**src/rtl/alu_serial_receiver.sv**
```systemverilog
`default_nettype none
//==============================================================================
// Module   : alu_serial_receiver
// Summary  : Deserializes the ALU serial line into A/B/opcode frames, checks
//            frame length, CRC-4 and opcode, and hands one record per command
//            packet to the ALU core over a valid/ready handshake.
// Revision : 1.0 - initial release
//==============================================================================
module alu_serial_receiver #(
    parameter int DATA_PACKETS = 8,
    parameter int OP_W         = 3,
    parameter int CRC_W        = 4
) (
    input  logic            clk,
    input  logic            rst,
    input  logic            sin,
    output logic            out_valid,
    input  logic            out_ready,
    output logic [31:0]     out_a,
    output logic [31:0]     out_b,
    output logic [OP_W-1:0] out_op,
    output logic            err_data,
    output logic            err_crc,
    output logic            err_op,
    output logic            overflow
);

    localparam logic [1:0] c_st_idle    = 2'd0;
    localparam logic [1:0] c_st_type    = 2'd1;
    localparam logic [1:0] c_st_payload = 2'd2;
    localparam logic [1:0] c_st_stop    = 2'd3;

    localparam int c_cnt_w = $clog2(DATA_PACKETS + 2);
    localparam logic [c_cnt_w-1:0] c_cnt_full = c_cnt_w'(DATA_PACKETS);
    localparam logic [c_cnt_w-1:0] c_cnt_sat  = c_cnt_w'(DATA_PACKETS + 1);
    localparam int c_msg_w = 65 + OP_W;
    localparam logic [CRC_W-1:0] c_crc_poly = CRC_W'(3);

    logic [1:0]         r_state;
    logic [1:0]         w_state_next;
    logic [2:0]         r_bit_cnt;
    logic               r_type;
    logic [7:0]         r_payload;
    logic [63:0]        r_shift;
    logic [c_cnt_w-1:0] r_data_cnt;

    logic               r_out_valid;
    logic [31:0]        r_out_a;
    logic [31:0]        r_out_b;
    logic [OP_W-1:0]    r_out_op;
    logic               r_err_data;
    logic               r_err_crc;
    logic               r_err_op;
    logic               r_overflow;

    logic               w_pkt_done;
    logic               w_data_done;
    logic               w_cmd_done;
    logic [OP_W-1:0]    w_rx_op;
    logic [CRC_W-1:0]   w_rx_crc;
    logic               w_op_legal;
    logic               w_err_data;
    logic               w_err_crc;
    logic               w_err_op;

    // Serial CRC, polynomial x^4+x+1, zero init, message consumed MSB first.
    function automatic logic [CRC_W-1:0] crc4(input logic [c_msg_w-1:0] msg);
        logic [CRC_W-1:0] crc;
        logic             fb;
        crc = '0;
        for (int i = c_msg_w - 1; i >= 0; i--) begin
            fb  = crc[CRC_W-1] ^ msg[i];
            crc = {crc[CRC_W-2:0], 1'b0} ^ (fb ? c_crc_poly : '0);
        end
        return crc;
    endfunction

    always_ff @(posedge clk) begin
        if (rst) begin
            r_state <= c_st_idle;
        end else begin
            r_state <= w_state_next;
        end
    end

    // A low stop bit discards the packet and is reused as the next start bit.
    always_comb begin
        w_state_next = r_state;
        case (r_state)
            c_st_idle:    if (!sin) w_state_next = c_st_type;
            c_st_type:    w_state_next = c_st_payload;
            c_st_payload: if (r_bit_cnt == 3'd7) w_state_next = c_st_stop;
            c_st_stop:    w_state_next = sin ? c_st_idle : c_st_type;
            default:      w_state_next = c_st_idle;
        endcase
    end

    always_ff @(posedge clk) begin
        if (rst) begin
            r_bit_cnt <= 3'd0;
            r_type    <= 1'b0;
            r_payload <= 8'd0;
        end else if (r_state == c_st_type) begin
            r_type    <= sin;
            r_bit_cnt <= 3'd0;
        end else if (r_state == c_st_payload) begin
            r_payload <= {r_payload[6:0], sin};
            r_bit_cnt <= r_bit_cnt + 3'd1;
        end
    end

    assign w_pkt_done  = (r_state == c_st_stop) && sin;
    assign w_data_done = w_pkt_done && !r_type;
    assign w_cmd_done  = w_pkt_done && r_type;

    assign w_rx_op  = r_payload[CRC_W +: OP_W];
    assign w_rx_crc = r_payload[CRC_W-1:0];

    assign w_op_legal = (w_rx_op == OP_W'(0)) || (w_rx_op == OP_W'(1)) ||
                        (w_rx_op == OP_W'(4)) || (w_rx_op == OP_W'(5));

    // Error priority: frame length, then CRC, then opcode.
    assign w_err_data = (r_data_cnt != c_cnt_full);
    assign w_err_crc  = !w_err_data && (w_rx_crc != crc4({r_shift, 1'b1, w_rx_op}));
    assign w_err_op   = !w_err_data && !w_err_crc && !w_op_legal;

    always_ff @(posedge clk) begin
        if (rst || w_cmd_done) begin
            r_shift    <= 64'd0;
            r_data_cnt <= '0;
        end else if (w_data_done) begin
            r_shift <= {r_shift[55:0], r_payload};
            if (r_data_cnt != c_cnt_sat) begin
                r_data_cnt <= r_data_cnt + 1'b1;
            end
        end
    end

    // A completing record is dropped only if the held one is not taken this cycle.
    always_ff @(posedge clk) begin
        if (rst) begin
            r_out_valid <= 1'b0;
            r_out_a     <= 32'd0;
            r_out_b     <= 32'd0;
            r_out_op    <= '0;
            r_err_data  <= 1'b0;
            r_err_crc   <= 1'b0;
            r_err_op    <= 1'b0;
            r_overflow  <= 1'b0;
        end else if (w_cmd_done && r_out_valid && !out_ready) begin
            r_overflow <= 1'b1;
        end else if (w_cmd_done) begin
            r_out_valid <= 1'b1;
            r_out_a     <= w_err_data ? 32'd0 : r_shift[31:0];
            r_out_b     <= w_err_data ? 32'd0 : r_shift[63:32];
            r_out_op    <= w_err_data ? '0 : w_rx_op;
            r_err_data  <= w_err_data;
            r_err_crc   <= w_err_crc;
            r_err_op    <= w_err_op;
        end else if (r_out_valid && out_ready) begin
            r_out_valid <= 1'b0;
            r_out_a     <= 32'd0;
            r_out_b     <= 32'd0;
            r_out_op    <= '0;
            r_err_data  <= 1'b0;
            r_err_crc   <= 1'b0;
            r_err_op    <= 1'b0;
        end
    end

    assign out_valid = r_out_valid;
    assign out_a     = r_out_a;
    assign out_b     = r_out_b;
    assign out_op    = r_out_op;
    assign err_data  = r_err_data;
    assign err_crc   = r_err_crc;
    assign err_op    = r_err_op;
    assign overflow  = r_overflow;

endmodule
`default_nettype wire

```
**config.mk**
```make
export PLATFORM = sky130hd
export DESIGN_NAME = alu_serial_receiver
export DESIGN_NICKNAME = d
export VERILOG_FILES = /design/src/rtl/alu_serial_receiver.sv
export SDC_FILE = /design/constraint.sdc
export NUM_CORES = 1
export LEC_CHECK = 0
export ABC_AREA = 1
export BUFFER_PORTS_ARGS = -buffer_cell sky130_fd_sc_hd__buf_2
export CAP_MARGIN = 25
export CORE_MARGIN = 4
export CORE_UTILIZATION = 26
export CTS_BUF_LIST = sky130_fd_sc_hd__clkbuf_4 sky130_fd_sc_hd__clkbuf_8
export DETAILED_ROUTE_END_ITERATION = 7
export GPL_ROUTABILITY_DRIVEN = 0
export HOLD_SLACK_MARGIN = 0.08
export SLEW_MARGIN = 20
export SYNTH_ARGS = -nofsm -noshare
export SYNTH_HDL_FRONTEND = slang
export SYNTH_SLANG_ARGS = --single-unit
```
**constraint.sdc**
```tcl
create_clock -name clk -period 5.55 [get_ports clk]
set_input_delay 0.2775 -clock clk [delete_from_list [all_inputs] [get_ports clk]]
set_output_delay 0.2775 -clock clk [all_outputs]
set_load 0.1 [all_outputs]
```
# Yosys cells after proc, flatten, opt, wreduce, memory -nomap -nowiden
# Index checks and enable logic that the tools add are counted.
[word_totals] output_inout_bits=72 in_bits=4 register_bits=154 elab_cells=274
[op_classes] bitwise_logic=135 n_addsub=2 muxes=85 n_reduce_logical=26 eq_ne=12
[op_table] operator="$xor 4x2->4" count=66
[op_table] operator="$mux 32" count=5
[op_table] operator="$mux 2" count=70
[op_table] operator="$xor 1x1->1" count=64
[op_table] operator="$eq 3x3->1 const B" count=3
[op_table] operator="$logic_and 1x1->1" count=9
[op_table] operator="$mux 3" count=3
[op_table] operator="$ne 4x4->1 const B" count=2
[op_table] operator="$pmux 2 s4" count=1
[op_table] operator="$reduce_and 2->1" count=4
[op_table] operator="$mux 1" count=6
[op_table] operator="$logic_not 1->1" count=5
[op_table] operator="$add 4x1->4 const B" count=1
[op_table] operator="$eq 2x2->1 const B" count=2
[op_table] operator="$logic_or 1x1->1" count=4
[op_table] operator="$ne 2x2->1 const B" count=2
[op_table] operator="$ne 4x4->1" count=1
[op_table] operator="$add 3x1->3 const B" count=1
[op_table] operator="$eq 3x1->1 const B" count=1
[op_table] operator="$logic_not 3->1" count=1
[op_table] operator="$xor 3x2->3" count=1
[op_table] operator="$eq 2x1->1 const B" count=1
[op_table] operator="$logic_not 2->1" count=1
[op_table] operator="$not 1->1" count=2
[op_table] operator="3 further kinds" count=4

# Depth between registers and ports, before layout
[logic_depth] word_depth=204 ltp_mapped=74 mapped_depth_nobuf=74

# Worst setup path before layout
# Ideal clock, no wire load.
[synth_timing] path_kind="register to register" from="reg r_shift[61]" to="reg r_err_crc (netlist: err_crc)" stages_incl_launch_ff=64 n_path_buf=0 t_required_ps=5418 arrival_time_ps=4955 slack_ps=462 synth_period_minus_slack_ps=5088 cell_sequence="dfxtp_1 inv_1 nand2_1 nand2_2 clkinv_1 nand2_1 nand2_2 nand2_1 nand2_1 nand2_1 nand2_2 nand2_1 nand2_2 nand2_2 nand2_4 inv_2 nand2_4 nand2_4 [... 28 more ...] nand2_2 nand2_1 nand3_1 nand2_1 nand2_2 nand2_4 nand2_4 nand2_2 nand2_1 nand3_2 nand2_2 nand2_1 nand3_1 nand2_1 nor2_1 nand2_1 nand2_1 a21oi_1"
[synth_between] elab_chain_len=113 elab_cells_between_ends=194 cone_classes="eq/ne: 1; mux: 64; bitwise: 128; reduce/logical: 1"
[synth_rtl] item="from (decl)" line="44" text="logic [63:0] r_shift;"
[synth_rtl] item="from (signal assigned)" line="132" text="r_shift <= {r_shift[55:0], r_payload};"
[synth_rtl] item="$xor 1x1->1 (*)" line="72" text="fb = crc[CRC_W-1] ^ msg[i];"
[synth_rtl] item="$mux 2 (*)" line="73" text="crc = {crc[CRC_W-2:0], 1'b0} ^ (fb ? c_crc_poly : '0);"
[synth_rtl] item="$xor 4x2->4 (*) (3 in a row)" line="73"
[synth_rtl] item="$xor 1x1->1 / $xor 4x2->4 (equally long branches)" line="72, 73"
[synth_rtl] item="$mux 2 / $xor 1x1->1 (equally long branches)" line="73, 72"
[synth_rtl] item="$xor 4x2->4 (*) (3 in a row)" line="73"
[synth_rtl] item="$xor 1x1->1 / $xor 4x2->4 (equally long branches)" line="72, 73"
[synth_rtl] item="$mux 2 / $xor 1x1->1 (equally long branches)" line="73, 72"
[synth_rtl] item="[... 90 more ...]"
[synth_rtl] item="$mux 2 / $xor 4x2->4 (equally long branches)" line="73"
[synth_rtl] item="$xor 4x2->4 (*) (4 in a row)" line="73"
[synth_rtl] item="$xor 1x1->1, or another cell as far along" line="72"
[synth_rtl] item="$mux 2 / $xor 4x2->4 (equally long branches)" line="73"
[synth_rtl] item="$xor 4x2->4 (*)" line="73"
[synth_rtl] item="$ne 4x4->1 (*)" line="124" text="assign w_err_crc = !w_err_data && (w_rx_crc != crc4({r_shift, 1'b1, w_rx_op}));"
[synth_rtl] item="$logic_and 1x1->1 (*)" line="124"
[synth_rtl] item="$mux 1 (*)" line="152" text="end else if (w_cmd_done) begin"
[synth_rtl] item="to (signal assigned)" line="158" text="r_err_crc <= w_err_crc;"
[synth_rtl] item="to (decl)" line="52" text="logic r_err_crc;"
# Mark *: on every way between the ends. The rest lies on a longest branch, timed or not.
# A chain may end at the register's enable or synchronous reset.

# Worst setup path in the final report
# Ends and elaborated chain as after synthesis.

==> results.toml <==
[worst_setup_path]
internal_reg_to_reg_setup_slack_ps = -480
worst-endpoint-required_ps = 5880
critical_path.endpoint = "err_crc$_SDFFE_PP0P_"
worstReg2RegStart = "r_shift[61]$_SDFFE_PP0P_"
crit_path_max_fanout = 4
timing.critical_path.from = "r_shift[61]$_SDFFE_PP0P_"
critPathArrivalTime_ps = 6360
critPathMaxStageDelay_ps = 380
timing.critical_path.mode_cell = "sky130_fd_sc_hd__nand2_4"
start_kind = "flip-flop"
cp_endpoint_kind = "flip-flop"
worst_reg2reg_path_endpoint = "err_crc$_SDFFE_PP0P_"
worst_r2r_path_depth = 68
worst_path_max_delay_cell = "sky130_fd_sc_hd__dfxtp_4"
type_of_the_worst_setup_path = "reg2reg"

[cts]
tritoncts = "yes"
clockBufferDepth = 2
clock_tree.root_cell = "sky130_fd_sc_hd__clkbuf_8"
htree_num_levels = 4
clk_pin_slew_ps = 90
clk-insertion-delay-late_ps = 480
clkSinkCount = 154
post_cts_hold_buffer_count = 0
cts_buffers = 17

[synth]
synth_seq_area_share = 0.3711
synth_cell_types = 27
synth.avg_cell_area_sq_um = 6.598
mappedNetlistNets = 1274
mappedNetlistArea_sq_mm = 0.008307
total_number_of_yosys_warnings = 0
ys_ff_latch = 154
syn_inst = 1259

[floorplan]
die-area_sq_mm = 0.03487
floorplan.die.width_um = 186.7
core_region_area_sq_mm = 0.03156
std_cell_rows = 65
initial_cell_density_of_the_core = 0.2632
chipHeight_um = 186.7
io_pins = 76

[grt]
grt_pass1_vias = 7670
grt_overflow = 0
gr-usage-all-layers = 0.1295
grt_start_max_net_pins = 119
antenna_found_initial = 0
grt_first_pass_wirelength_mm = 37.63

[routing]
drt_first_pass_iters = 7
wire_per_inst_um = 13.73
ant_nets = 0
detailedRoute.firstIterationViolations = 439
drc_errors = 0
detailroute.via_count = 8274
via_per_inst = 4.731
total_wirelength_of_the_detailed_routed_design_mm = 24.02

[status]
violations = "setup timing"
status = "finished, violations left"

[final_layout]
syn2layout_area_growth_pct = 29.79
fillCellCount = 3345
final_nets = 1350
final_layout_size_suffix_gt1_frac = 0.3267
finalCoreUtilization = 0.3417
num_antenna_cells = 0

[sta]
timing.final.setup_violations = 2
slew_violations = 0
fin_crit_sh = 1.087
timing.clock.skew_ps = 15.23
grt_setup_unrepaired = "true"
maxSlewHeadroom = 0.4517
fmax_mhz = 165.7
actual_transition_at_the_worst_max_transition_pin_ps = 822.4
min_period_ps = 6033
final_critical_path_setup_slack_ps = -483.3
finalHoldViolations = 0

[place]
dpl.hpwl_mm = 16.12
io_buffer_count = 75

[flow_run]
maxCapViolCount = 0

[hold_path]
worstHoldPathType = "in2reg"
metrics by stage:
step                      setup TNS [ps]  setup WS, ps  cells  hold WS [ps]  instance area (sq um)
after floorplan                        0         462.4   1259         439.4                   8307
after global placement            -604.3        -312.9   1710         449.1                   9160
after detailed placement          -839.1        -436.1   1710         452.6                   9160
after CTS                         -465.0        -248.1   1743         136.1                  10040
after global routing               -2080         -1063   1749         179.2                  10780
final                             -931.9        -483.3   1749         166.1                  10780
synth_stat cells (all sizes together):
library cell | number | share of area
dfxtp | 154 | 0.37
o21bai | 1 | 0.00090
inv | 127 | 0.057
buf | 4 | 0.0018
or2 | 1 | 0.00075
nand4 | 2 | 0.0015
nor3 | 2 | 0.0012
o21a | 1 | 0.00090
nand3b | 3 | 0.0027
a21oi | 151 | 0.091
nand2 | 488 | 0.26
clkbuf | 40 | 0.018
o21ai | 79 | 0.048
clkinv | 3 | 0.0014
xnor2 | 3 | 0.0032
nand3 | 161 | 0.11
xor2 | 6 | 0.0072
ha | 11 | 0.017
nor2 | 22 | 0.012
repair_timing:
item / CTS / global route
setup buffers: 2 / 4
resized for setup: 109 / 156
endpoints found under the setup margin: 2 / 2
pin swaps: 42 / 87
state kept, by name, indices dropped and copies added, names as in the netlist, 2 cells and up:
name        flops
r_state         2
out_b          32
out_a          32
r_payload       8
r_data_cnt      4
r_bit_cnt       3
r_shift        64
out_op          3
worst min-delay path by stage:
stage | cells after the start | slack, ps | end | from
final | 3 | 170 | r_type$_SDFFE_PP0P_ | sin
after floorplan | 2 | 440 | r_bit_cnt[1]$_SDFFE_PP0N_ | r_bit_cnt[1]$_SDFFE_PP0N_
after global routing | 3 | 180 | r_type$_SDFFE_PP0P_ | sin
after global placement | 2 | 450 | r_bit_cnt[1]$_SDFFE_PP0N_ | r_bit_cnt[1]$_SDFFE_PP0N_
after CTS | 3 | 140 | r_type$_SDFFE_PP0P_ | sin
after detailed placement | 2 | 450 | out_b[26]$_SDFFE_PP0P_ | out_b[26]$_SDFFE_PP0P_
logic make-up (layout without fill, tap and decap cells):
| kind of cell | after synthesis | in the layout | synth area share |
|---|---|---|---|
| AOI/OAI and AO/OA | 232 | 232 | 0.1408 |
| xor gates and xnor gates | 9 | 9 | 0.01039 |
| adders and majority gates | 11 | 11 | 0.01657 |
| buffers and inverters | 174 | 262 | 0.07863 |
| DFF | 154 | 154 | 0.3711 |
| and+or+nand+nor | 679 | 679 | 0.3824 |
per-layer routing:
metal  GRT usage  up-vias  share of wire
li1            -     4214              -
met1      0.1719     3872           0.47
met2      0.2157      160           0.48
met3     0.02600       28          0.037
met4     0.03470        0          0.015
met5           0        -              0
worst max-delay path: cells and delay by family (launching register included):
| kind | cells | cell delay (ps) |
|---|---|---|
| AND/OR/NAND/NOR | 57 | 4790 |
| XOR/XNOR | 1 | 170 |
| AO/OA/AOI/OAI | 1 | 60 |
| flip-flops | 1 | 380 |
| buffers and inverters | 9 | 470 |
layout by cell type (no fill, tap or decap), drive strengths merged:
master,n
nand3,161
xnor2,3
nand4,2
or2,1
clkinvlp,3
nor3,2
nor2,22
o21ai,79
ha,11
clkinv,5
dfxtp,154
clkbuf,20
xor2,6
o21bai,1
bufinv,4
nand2,488
inv,129
buf,101
a21oi,151
o21a,1
nand3b,3
final cells by class:
class	instances	area, sq um	share of cell area
multi-input cells	931	5618	0.5211
well taps	402	503.0	0.04665
inverters	130	498.0	0.04619
clock inverters	11	170.2	0.01578
flip-flops and latches	154	3108	0.2883
repair buffers	101	615.6	0.05710
clock buffers	20	269.0	0.02495
Power is not shown: default switching activity piles up to over one toggle a cycle in this logic, so the estimate is an artifact.
